<file path="config.mk">
export PLATFORM = sky130hd
export DESIGN_NAME = imem_loader
export DESIGN_NICKNAME = d
export VERILOG_FILES = /design/src/rtl/imem_loader_pkg.sv /design/src/rtl/imem_loader_word_packer.sv /design/src/rtl/imem_loader.sv
export SDC_FILE = /design/constraint.sdc
export NUM_CORES = 1
export LEC_CHECK = 0
export BUFFER_PORTS_ARGS = -buffer_cell sky130_fd_sc_hd__buf_2
export CAP_MARGIN = 10
export CORE_MARGIN = 2
export CORE_UTILIZATION = 50
export DETAILED_ROUTE_END_ITERATION = 16
export PLACE_DENSITY = 0.72
export SKIP_LAST_GASP = 1
export SLEW_MARGIN = 20
export SYNTH_ARGS = -nofsm -noshare
export SYNTH_HDL_FRONTEND = slang
export SYNTH_SLANG_ARGS = --single-unit
</file>
<file path="constraint.sdc">
create_clock -name clk -period 5.5 [get_ports clk]
set_input_delay 1.65 -clock clk [delete_from_list [all_inputs] [get_ports clk]]
set_output_delay 1.65 -clock clk [all_outputs]
set_load 0.02 [all_outputs]
</file>
<file path="src/rtl/imem_loader_pkg.sv">
// Shared types and sizing helpers for the instruction-memory loader.
package imem_loader_pkg;

  localparam int unsigned IMEM_BITSIZE = 32;
  localparam int unsigned IMEM_REGSIZE = 32;

  typedef enum logic [2:0] {
    IDLE,
    LOAD,
    FINISH,
    CHECK,
    DONE
  } state_e;

  function automatic int unsigned byte_cnt_w(input int unsigned bytes);
    return (bytes > 1) ? $clog2(bytes) : 1;
  endfunction

  localparam int unsigned BYTES_PER_WORD = IMEM_BITSIZE / 8;
  localparam int unsigned BYTE_CNT_W     = byte_cnt_w(BYTES_PER_WORD);

endpackage

</file>
<file path="src/rtl/imem_loader_word_packer.sv">
// Byte-to-word assembler: little-endian shift-in, registered word with a
// one-cycle word_valid pulse the cycle after the last byte is accepted.
module imem_word_packer
  import imem_loader_pkg::*;
#(
  parameter int unsigned BYTES = BYTES_PER_WORD
) (
  input  logic                 clk_i,
  input  logic                 rst_i,
  input  logic                 byte_valid_i,
  input  logic [7:0]           byte_i,
  input  logic                 last_i,
  output logic                 word_valid_o,
  output logic [8*BYTES-1:0]   word_o
);

  localparam int unsigned W = 8 * BYTES;

  logic [W-1:0] acc_q, acc_d;
  logic [W-1:0] word_q;
  logic         valid_q;

  // New bytes enter at the top so byte 0 ends up in bits [7:0].
  always_comb begin
    acc_d = (acc_q >> 8) | (W'(byte_i) << (W - 8));
  end

  always_ff @(posedge clk_i) begin
    if (rst_i) begin
      acc_q   <= '0;
      word_q  <= '0;
      valid_q <= 1'b0;
    end else begin
      valid_q <= byte_valid_i & last_i;
      if (byte_valid_i) begin
        acc_q <= acc_d;
        if (last_i) begin
          word_q <= acc_d;
        end
      end
    end
  end

  assign word_valid_o = valid_q;
  assign word_o       = word_q;

endmodule

</file>
<file path="src/rtl/imem_loader.sv">
// Streams bytes into the instruction memory write port and holds the CPU
// meanwhile. Optional trailing XOR checksum: IMEM_LOADER_CHECKSUM_EN.
module imem_loader
  import imem_loader_pkg::*;
#(
  parameter int unsigned BITSIZE = IMEM_BITSIZE,
  parameter int unsigned REGSIZE = IMEM_REGSIZE
) (
  input  logic               clk,
  input  logic               rst,
  input  logic               start,
  input  logic [REGSIZE-1:0] num_words,
  input  logic               in_valid,
  input  logic [7:0]         in_byte,
  output logic               in_ready,
  output logic               mem_we,
  output logic [REGSIZE-1:0] mem_addr,
  output logic [BITSIZE-1:0] mem_wdata,
  output logic               cpu_hold,
  output logic               busy,
  output logic               done,
  output logic               error
);

  localparam int unsigned BPW = BITSIZE / 8;
  localparam int unsigned BCW = byte_cnt_w(BPW);
  localparam logic [REGSIZE-1:0] DEPTH = REGSIZE'(REGSIZE);

`ifdef IMEM_LOADER_CHECKSUM_EN
  localparam state_e POST_DATA = CHECK;
`else
  localparam state_e POST_DATA = DONE;
`endif

  state_e             state_q, state_d;
  logic [BCW-1:0]     byte_cnt_q, byte_cnt_d;
  logic [REGSIZE-1:0] word_idx_q, word_idx_d;
  logic [REGSIZE-1:0] nwords_q, nwords_d;
  logic [REGSIZE-1:0] mem_addr_q, mem_addr_d;
  logic               error_q, error_d;
  logic               byte_fire;
  logic               last_byte;
`ifdef IMEM_LOADER_CHECKSUM_EN
  logic [7:0]         csum_q, csum_d;
`endif

  always_ff @(posedge clk) begin
    if (rst) begin
      state_q    <= IDLE;
      byte_cnt_q <= '0;
      word_idx_q <= '0;
      nwords_q   <= '0;
      mem_addr_q <= '0;
      error_q    <= 1'b0;
`ifdef IMEM_LOADER_CHECKSUM_EN
      csum_q     <= '0;
`endif
    end else begin
      state_q    <= state_d;
      byte_cnt_q <= byte_cnt_d;
      word_idx_q <= word_idx_d;
      nwords_q   <= nwords_d;
      mem_addr_q <= mem_addr_d;
      error_q    <= error_d;
`ifdef IMEM_LOADER_CHECKSUM_EN
      csum_q     <= csum_d;
`endif
    end
  end

  always_comb begin
    state_d    = state_q;
    byte_cnt_d = byte_cnt_q;
    word_idx_d = word_idx_q;
    nwords_d   = nwords_q;
    mem_addr_d = mem_addr_q;
    error_d    = error_q;
    in_ready   = 1'b0;
    byte_fire  = 1'b0;
    last_byte  = 1'b0;
`ifdef IMEM_LOADER_CHECKSUM_EN
    csum_d     = csum_q;
`endif
    unique case (state_q)
      IDLE, DONE: begin
        if (start) begin
          nwords_d   = num_words;
          byte_cnt_d = '0;
          word_idx_d = '0;
          error_d    = 1'b0;
`ifdef IMEM_LOADER_CHECKSUM_EN
          csum_d     = '0;
`endif
          if (num_words > DEPTH) begin
            error_d = 1'b1;
            state_d = DONE;
          end else if (num_words == '0) begin
            state_d = POST_DATA;
          end else begin
            state_d = LOAD;
          end
        end
      end
      LOAD: begin
        in_ready = 1'b1;
        if (in_valid) begin
          byte_fire = 1'b1;
`ifdef IMEM_LOADER_CHECKSUM_EN
          csum_d    = csum_q ^ in_byte;
`endif
          if (byte_cnt_q == BCW'(BPW - 1)) begin
            last_byte  = 1'b1;
            byte_cnt_d = '0;
            mem_addr_d = word_idx_q;
            word_idx_d = word_idx_q + REGSIZE'(1);
            if (word_idx_q == nwords_q - REGSIZE'(1)) begin
              state_d = FINISH;
            end
          end else begin
            byte_cnt_d = byte_cnt_q + BCW'(1);
          end
        end
      end
      FINISH: begin
        state_d = POST_DATA;
      end
      CHECK: begin
`ifdef IMEM_LOADER_CHECKSUM_EN
        in_ready = 1'b1;
        if (in_valid) begin
          error_d = (in_byte != csum_q);
          state_d = DONE;
        end
`else
        state_d = IDLE;
`endif
      end
      default: state_d = IDLE;
    endcase
  end

  imem_word_packer #(
    .BYTES (BPW)
  ) u_packer (
    .clk_i        (clk),
    .rst_i        (rst),
    .byte_valid_i (byte_fire),
    .byte_i       (in_byte),
    .last_i       (last_byte),
    .word_valid_o (mem_we),
    .word_o       (mem_wdata)
  );

  assign mem_addr = mem_addr_q;
  assign busy     = (state_q == LOAD) || (state_q == FINISH) || (state_q == CHECK);
  assign cpu_hold = busy;
  assign done     = (state_q == DONE);
  assign error    = error_q;

endmodule

</file>
Yosys cells after proc, flatten, opt, wreduce, memory -nomap -nowiden
Index checks and enable logic that the tools add are counted.
{"block": "totals", "regBits": 167, "output_inout_bits": 70, "wordCells": 59}
{"block": "op_classes", "n_addsub": 3, "magnitude_cmp": 1, "n_eq_ne": 10, "n_mux": 22, "bitwise_logic": 2, "reduce_logical": 12}
{"operator": "32-bit 2-to-1 mux", "count": 3}
{"operator": "32-bit case mux with 2 select lines", "count": 1}
{"operator": "32-bit by 1-bit adder with 32-bit output, second input constant", "count": 1}
{"operator": "32-bit == test", "count": 1}
{"operator": "32-bit by 6-bit > comparator with 1-bit output, second input constant", "count": 1}
{"operator": "32-bit zero test", "count": 1}
{"operator": "24-bit by 32-bit bitwise OR with 32-bit output", "count": 1}
{"operator": "32-bit by 1-bit subtractor with 32-bit output, second input constant", "count": 1}
{"operator": "3-bit 2-to-1 mux", "count": 6}
{"operator": "3-bit case mux with 3 select lines", "count": 1}
{"operator": "2-bit != test, second input constant", "count": 4}
{"operator": "4-bit AND reduction", "count": 2}
{"operator": "1-bit 2-to-1 mux", "count": 7}
{"operator": "3-bit by 2-bit == test with 1-bit output, second input constant", "count": 2}
{"operator": "2-bit 2-to-1 mux", "count": 3}
{"operator": "3-bit AND reduction", "count": 2}
{"operator": "2-bit case mux with 2 select lines", "count": 1}
{"operator": "2-bit AND reduction", "count": 2}
{"operator": "3-bit by 1-bit == test with 1-bit output, second input constant", "count": 1}
{"operator": "3-bit == test, second input constant", "count": 1}
{"operator": "3-bit zero test", "count": 1}
{"operator": "2-bit by 1-bit adder with 2-bit output, second input constant", "count": 1}
{"operator": "2-bit == test, second input constant", "count": 1}
{"operator": "1-bit logical OR", "count": 2}
{"operator": "3 further kinds", "count": 3}

Logic depth before layout (Yosys ltp)
Gate-level depths: netlist (run 1).
{"block": "logic_depth", "depth_word": 6, "ltp_mapped": 11, "depth_no_buf": 10}

Hierarchy
A second synthesis (run 1) with hierarchy kept.
{"block": "unflattened", "cells_unflattened": 884, "hier_area_um2": 7513.5}
{"module": "imem_loader", "instances": 1, "cells_each": 658, "area_each_um2": 5077.4}
{"module": "imem_word_packer", "instances": 1, "cells_each": 226, "area_each_um2": 2436.1}

Worst setup path after synthesis (run 1)
OpenSTA, ideal clock, no wires.
{"block": "synth_timing", "kind": "input to register", "startpoint": "input port in_valid", "endpoint": "register word_idx_q[29]", "setup_ps": 70, "arrival_ps": 3283, "slack_ps": 2146, "cell_stages": 7, "n_path_buf": 0, "path_cell_list": "nand4b_1 -> a21oi_1 -> nand4_1 -> nor3_2 -> nand2_1 -> or3_1 -> a21oi_1"}
{"block": "synth_between", "elab_chain_len": 2}
{"item": "from (decl)", "line": "imem_loader.sv:13", "rtl": "input logic in_valid,"}
{"item": "2-bit != test (no line)"}
{"item": "4-bit AND reduction (no line)"}
{"item": "to (signal assigned)", "line": "imem_loader.sv:61", "rtl": "word_idx_q <= word_idx_d;"}
{"item": "to (decl)", "line": "imem_loader.sv:37", "rtl": "logic [REGSIZE-1:0] word_idx_q, word_idx_d;"}
No other way between the ends.
A chain may end at the register's enable or synchronous reset.

Worst setup path in the final report (run 1)
{"block": "layout_timing", "startpoint": "input port in_valid", "endpoint": "register word_idx_q[31]"}
The elaborated chain is that of the path after synthesis.

==> results of run 1 <==
## critical path: stages
cell and delay (ns):
buf_2 0.13, nand4b_1 0.10, a21oi_1 0.46, nand4_1 0.41
nor3_2 0.41, nand2_1 0.29, nor3_1 0.34, xnor2_1 0.16
nor2_1 0.05
## cells in the mapped netlist, types with 2 or more instances
master	instances	share of area (%)
or4_1	2	0.21
a21oi_1	136	9.6
nand3_1	15	1.1
nor3b_1	3	0.32
and3b_1	3	0.37
nand2_1	271	14
o211ai_1	3	0.32
mux2i_1	3	0.42
nor2_1	53	2.8
xor2_1	23	2.8
and3_1	7	0.62
nand2b_1	7	0.62
a31oi_1	5	0.44
inv_1	13	0.69
nor2b_1	2	0.18
nor4b_1	3	0.37
dfxtp_1	159	45
nor4_1	14	1.2
o31ai_1	2	0.21
buf_2	4	0.28
a211oi_1	4	0.42
and4_1	3	0.37
o21ai_0	18	1.3
and4b_1	2	0.28
xnor2_1	35	4.3
o32ai_1	2	0.25
or2_2	2	0.18
nor3_2	2	0.28
or3_1	12	1.1
nand3b_1	3	0.32
clkbuf_1	46	2.4
buf_1	2	0.11
nand4_1	8	0.71
and2_1	3	0.27
a211o_1	3	0.37
ha_1	3	0.53
nor3_1	16	1.1
## cells in the final DEF (no fill, tap or decap), types with 6 or more instances in the layout
cell type  Yosys  layout
nand2_1      271     270
dfxtp_1      159     159
a21oi_1      136     136
buf_2          4     112
nor2_1        53      53
xnor2_1       35      35
xor2_1        23      23
o21ai_0       18      18
clkbuf_16      0      17
nand3_1       15      15
nor3_1        16      15
nor4_1        14      14
inv_1         13      13
or3_1         12      12
buf_4          1       9
nand4_1        8       8
nand2b_1       7       7
and3_1         7       6
## flip-flops by register name (all words and copies together) (netlist names)
register,cells
u_packer.word_o,32
u_packer.word_valid_o,1
byte_cnt_q,2
state_q,3
nwords_q,32
mem_addr,32
word_idx_q,32
error,1
u_packer.acc_q,24
## metrics by stage
step | setup slack (ns) | instance area (um2) | hold WS [ns]
floorplan | 2.15 | 7080 | 0.432
global placement | 1.69 | 7710 | 0.440
detailed placement | 1.55 | 7710 | 0.445
CTS | 1.94 | 8330 | 0.453
global route | 1.68 | 8330 | 0.470
finish | 1.82 | 8330 | 0.449
## path summary, 6_finish.rpt
path | start | end | slack [ns] | depth (start not counted)
hold / removal | u_packer.acc_q[11] | u_packer.word_o[3] | 0.45 | 2
hold reg to reg | u_packer.acc_q[11] | u_packer.word_o[3] | 0.45 | 2
setup reg to reg | nwords_q[0] | state_q[0] | 2.42 | 10
setup / recovery | in_valid | word_idx_q[31] | 1.82 | 9
## final cells by class
cell class,count,area (um2),share of cell area (%)
Clock buffer,21,470,5.65
Sequential cell,159,3180,38.2
Clock inverter,11,153,1.83
Timing Repair Buffer,121,628,7.54
Tap cell,180,225,2.70
Multi-Input combinational cell,691,3620,43.5
Inverter,13,48.8,0.586
## power breakdown
| part | leakage [nW] | switching, W | total (W) | internal (W) |
|---|---|---|---|---|
| clock network | 0.308 | 0.000470 | 0.00122 | 0.000755 |
| logic | 1.56 | 0.000105 | 0.000180 | 0.0000752 |
| registers | 1.29 | 0.0000212 | 0.00119 | 0.00117 |
| total | 3.15 | 0.000596 | 0.00259 | 0.00200 |
## kinds of logic (layout without fill, tap and decap cells)
| family | Yosys count | count (layout) |
|---|---|---|
| xor gates and xnor gates | 58 | 58 |
| buffers and inverters | 68 | 166 |
| AOI/OAI and AO/OA | 184 | 184 |
| muxes | 5 | 5 |
| and+or+nand+nor | 441 | 441 |
| DFF | 159 | 159 |
| adders and majority gates | 3 | 3 |
## layer usage
layer  vias to the layer above  track usage, %  routed length [um]
li1                       3268               -                   -
met5                         -               0                   0
met1                      2989            32.6                8190
met3                        32            4.89                 783
met2                       158            34.6                7880
met4                         0            9.45                 380
==> results.yml, run 1 <==
finish:
  fin_nets: 1050
  drive_above_1_share_pct: 16.6
  final_cells: 1196
  fillers: 1294
  diodes: 0
  syn2layout_area_growth_pct: 17.7
  fin_util_pct: 60.0
timing:
  tns_ns: 0
  tightest_slew_ns: 1.02
  min_period_ns: 3.68
  hold_viol: 0
  final-max-slew-violation-count: 0
  slew-limit-headroom_pct: 31.4
  clock.fmax_ghz: 0.272
  timing.final.crit_share_pct: 66.9
  rsz0062_at_grt: "false"
  finClkSkew_ns: 0.00703
  setup_viol: 0
floorplan:
  die_area_um2: 15100
  core_um2: 13900
  die_w_um: 123
  start_util_pct: 51.0
  io_pins: 114
  rows: 43
  die_y_um: 123
logic_synthesis:
  synth_top_family_by_area: "simple AND/OR/NAND/NOR gates"
  netlist_area_um2: 7080
  yosys.area_share.xor_xnor_pct: 7.18
  syn_area_per_cell_um2: 7.71
  synth.net_count: 965
  seq_area_frac_synth_pct: 45.0
  synth_mux_area_share_pct: 0.902
  synthArstFlopShare_pct: 0
  yosys.area_share.simple_pct: 28.2
  yosysWarnings: 0
  synthFlopType: "dfxtp_1"
  synthDistinctLibCells: 63
  syn_inst: 918
  synth_compound_area_share_pct: 14.2
  synth-seq-cells: 159
  synth-edff-count: 0
  synthAdderAreaFrac_pct: 0.530
routing:
  routed_wl_um: 17200
  num_vias: 6447
  drt.antenna.violating_nets: 0
  remaining_drc_errors: 0
  viasPerCell: 5.39
  drt_pass1_iterations: 5
  wl_per_cell_um: 14.4
  drt_iter0_drc: 413
worst_setup_path:
  path_max_fanout: 9
  cp-end-kind: "register"
  worstPathRequired_ns: 5.81
  arrival_ns: 3.98
  startpoint_type: "primary input"
  worstSetupPathType: "primary input to register"
clock_network:
  cts.sinks: 159
  clk_latency_ns: 0.43
  ctsLongestPathBuffers: 2
  numCtsBuffers: 17
  cts_setup_buffers: 0
  cts.clk_slew.worst_paths_ns: 0.06
  cts_resized: 0
  cts_root_buffer: "clkbuf_16"
  cts_tree: "done"
  cts_hold_buf: 0
  htreeDepth: 4
placement:
  port_buffers: 113
  dp.cells: 1164
  gp_congestion: 0.915
  dp_hpwl_um: 11900
outcome:
  status: "finished, final reports clean"
grt:
  grt_usage_pct: 23.2
  overflow: 0
  grt_pass1_wl_um: 27700
  grt_pass1_vias: 5665
  grt_max_degree: 76
  antenna_found_initial: 0
power:
  peakVddDrop_uv: 217
  power_w: 0.00259
  power_density_nw_per_um2: 311
  leakagePower_nw: 3.15
flow_run:
  maxCapViolCount: 0
worst_hold_path:
  hold_path_class: "register to register"
Note: power is estimated with default switching activity, not from simulation.
==> run 2, diff against run 1 <==
- ABC_AREA: not set -> 1
- PLACE_DENSITY: 0.72 -> 0.74
- clock period: 5.5 -> 3.35 ns (I/O delays scaled with it)
==> run 2 against run 1 <==
Effect of this change:
- worst setup slack lost 0.97 ns
- first-iteration DRC count grew 61%
- via count is 21% higher
- largest cell class unchanged
- largest power group is now sequential cells
==> results.yml, run 2 <==
routing:
  routed_wl_um: 22800
  drt_iter0_drc: 663
  drt.antenna.violating_nets: 0
  viasPerCell: 5.26
  drt_pass1_iterations: 6
  wl_per_cell_um: 15.5
  num_vias: 7774
  remaining_drc_errors: 0
power:
  clkPwrFrac_pct: 43.9
  peakVddDrop_uv: 345
  combPwrFrac_pct: 9.5
  power_density_nw_per_um2: 456
  power_frac_seq_pct: 46.6
  leakagePower_nw: 4.24
  p_sw_w: 0.00114
  netSwitchingFraction_pct: 27.1
  internal-power_w: 0.00306
worst_setup_path:
  startpoint_type: "register"
  worstSetupPathType: "register to register"
  cp-end-kind: "register"
  worstPathRequired_ns: 3.64
  worst-r2r-setup-slack_ns: 0.85
  path_max_fanout: 6
  arrival_ns: 2.79
floorplan:
  rows: 46
  core_um2: 15700
  die_w_um: 130
  die_area_um2: 16900
  start_util_pct: 50.5
  die_y_um: 130
  io_pins: 114
timing:
  clock.fmax_ghz: 0.400
  tightest_slew_ns: 0.584
  finClkSkew_ns: 0.00792
  final-max-slew-violation-count: 0
  timing.final.crit_share_pct: 74.6
  rsz0062_at_grt: "false"
  setup_viol: 0
  hold_viol: 0
  min_period_ns: 2.50
  tns_ns: 0
  slew-limit-headroom_pct: 61.0
grt:
  grt_max_degree: 79
  antenna_found_initial: 0
  grt_pass1_wl_um: 36600
  overflow: 0
  grt_pass1_vias: 7289
  grt_usage_pct: 27.8
finish:
  final_cells: 1477
  diodes: 0
  fin_nets: 1295
  drive_above_1_share_pct: 15.8
  final_common_cell: "nor2_1"
  final_cell_mix: "nor2_1 (234), nand2_1 (196), dfxtp_1 (159), o21ai_0 (126), buf_2 (113)"
  syn2layout_area_growth_pct: 16.3
logic_synthesis:
  synth_area_leaders: "dfxtp_1 (40%), nor2_1 (11%), nand2_1 (9.3%)"
  syn_area_per_cell_um2: 6.90
  seq_area_frac_synth_pct: 40.1
  yosysMostFrequentCell: "nor2_1"
  synthFlopType: "dfxtp_1"
  synth.net_count: 1197
  yosysWarnings: 0
  synth_top_cell_by_area: "dfxtp_1"
  synth-seq-cells: 159
  netlist_area_um2: 7930
  synthArstFlopShare_pct: 0
  syn_inst: 1150
  synth_top_area_share_pct: 40.1
  synthDistinctLibCells: 44
  synth_common_cells: "nor2_1 (234), nand2_1 (196), dfxtp_1 (159), o21ai_0 (126), inv_1 (101)"
  synth-edff-count: 0
worst_hold_path:
  hold_path_class: "register to register"
clock_network:
  numCtsBuffers: 17
  cts.sinks: 159
  ctsLongestPathBuffers: 2
  htreeDepth: 4
  cts_resized: 0
  clk_latency_ns: 0.42
  cts.clk_slew.worst_paths_ns: 0.07
  cts_hold_buf: 0
  cts_root_buffer: "clkbuf_16"
  cts_setup_buffers: 0
  cts_tree: "done"
placement:
  port_buffers: 113
  dp_hpwl_um: 17000
  dp.cells: 1445
  gp_congestion: 0.977
flow_run:
  maxCapViolCount: 0
outcome:
  status: "finished, final reports clean"
-- run 2: cell types whose count changed in the layout (fill, tap and decap cells not counted), sizes merged, moves of 38 or more --
cell	before	now
a21oi	136	77
nand2	272	204
nand3	15	53
inv	16	115
o21ai	18	134
nor2	53	249
-- run 2: power by group through the flow --
stage	registers [W]	clock network [W]	logic [W]
finish	0.00196	0.00185	0.000397
global route	0.00196	0.00195	0.000452
detailed placement	0.00200	0	0.000389
CTS	0.00196	0.00186	0.000392
floorplan	0.00198	0	0.000280
global placement	0.00200	0	0.000388
-- run 2: through the flow --
| stage | utilization, % | total power, W | setup slack (ns) | hold slack (ns) | cell area [um2] |
|---|---|---|---|---|---|
| after global placement | 55.2 | 0.00239 | 0.708 | 0.450 | 8670 |
| after CTS | 58.7 | 0.00421 | 0.928 | 0.460 | 9220 |
| after floorplan | - | 0.00226 | 0.914 | 0.436 | 7930 |
| final | 58.7 | 0.00420 | 0.852 | 0.459 | 9220 |
| after global routing | 58.7 | 0.00436 | 0.466 | 0.470 | 9220 |
| after detailed placement | 55.2 | 0.00239 | 0.626 | 0.451 | 8670 |
-- run 2: cell families (layout without fill, tap and decap cells) --
group	count (synthesis)	count (layout)	share of synthesized area, %
xor gates and xnor gates	35	35	3.87
AOI/OAI and AO/OA	221	221	14.4
buffers and inverters	156	267	7.84
adders and majority gates	3	3	0.473
DFF	159	159	40.1
and+or+nand+nor	576	576	33.3
-- run 2: cell type report --
| class | count | area, um2 |
|---|---|---|
| clock buffers | 20 | 457 |
| clock inverters | 12 | 100 |
| fillers | 1503 | 6490 |
| inverters | 110 | 420 |
| multi-input cells | 835 | 4130 |
| flip-flops and latches | 159 | 3180 |
| well taps | 216 | 270 |
| repair buffers | 125 | 668 |
-- run 2: path summary, 6_finish.rpt --
check                     startpoint                 end  cells past startpoint
hold reg to reg   u_packer.acc_q[31]  u_packer.acc_q[31]                      2
setup / recovery         nwords_q[0]          state_q[0]                     15
setup reg to reg         nwords_q[0]          state_q[0]                     15
hold / removal    u_packer.acc_q[31]  u_packer.acc_q[31]                      2
-- run 2: routing by layer --
metal	part of all wire (%)	GRT usage, %	up-vias
li1	-	-	3924
met1	43	35.6	3529
met2	46	45.2	266
met3	7.6	6.68	55
met4	3.2	11.1	0
met5	0	0	-
-- run 2: critical path, stage by stage (launching register included) --
cell and delay [ns]:
dfxtp_1 0.32, inv_1 0.11, ha_1 0.20, nand2_1 0.17, nor2_1 0.20, nand2_1 0.18, o21ai_0 0.33, nand2_1 0.13
nor2_1 0.11, nand2_1 0.07, nor2_1 0.08, nand3_1 0.15, nand2_1 0.12, nand2_1 0.06, nand2_1 0.07, a21oi_1 0.06
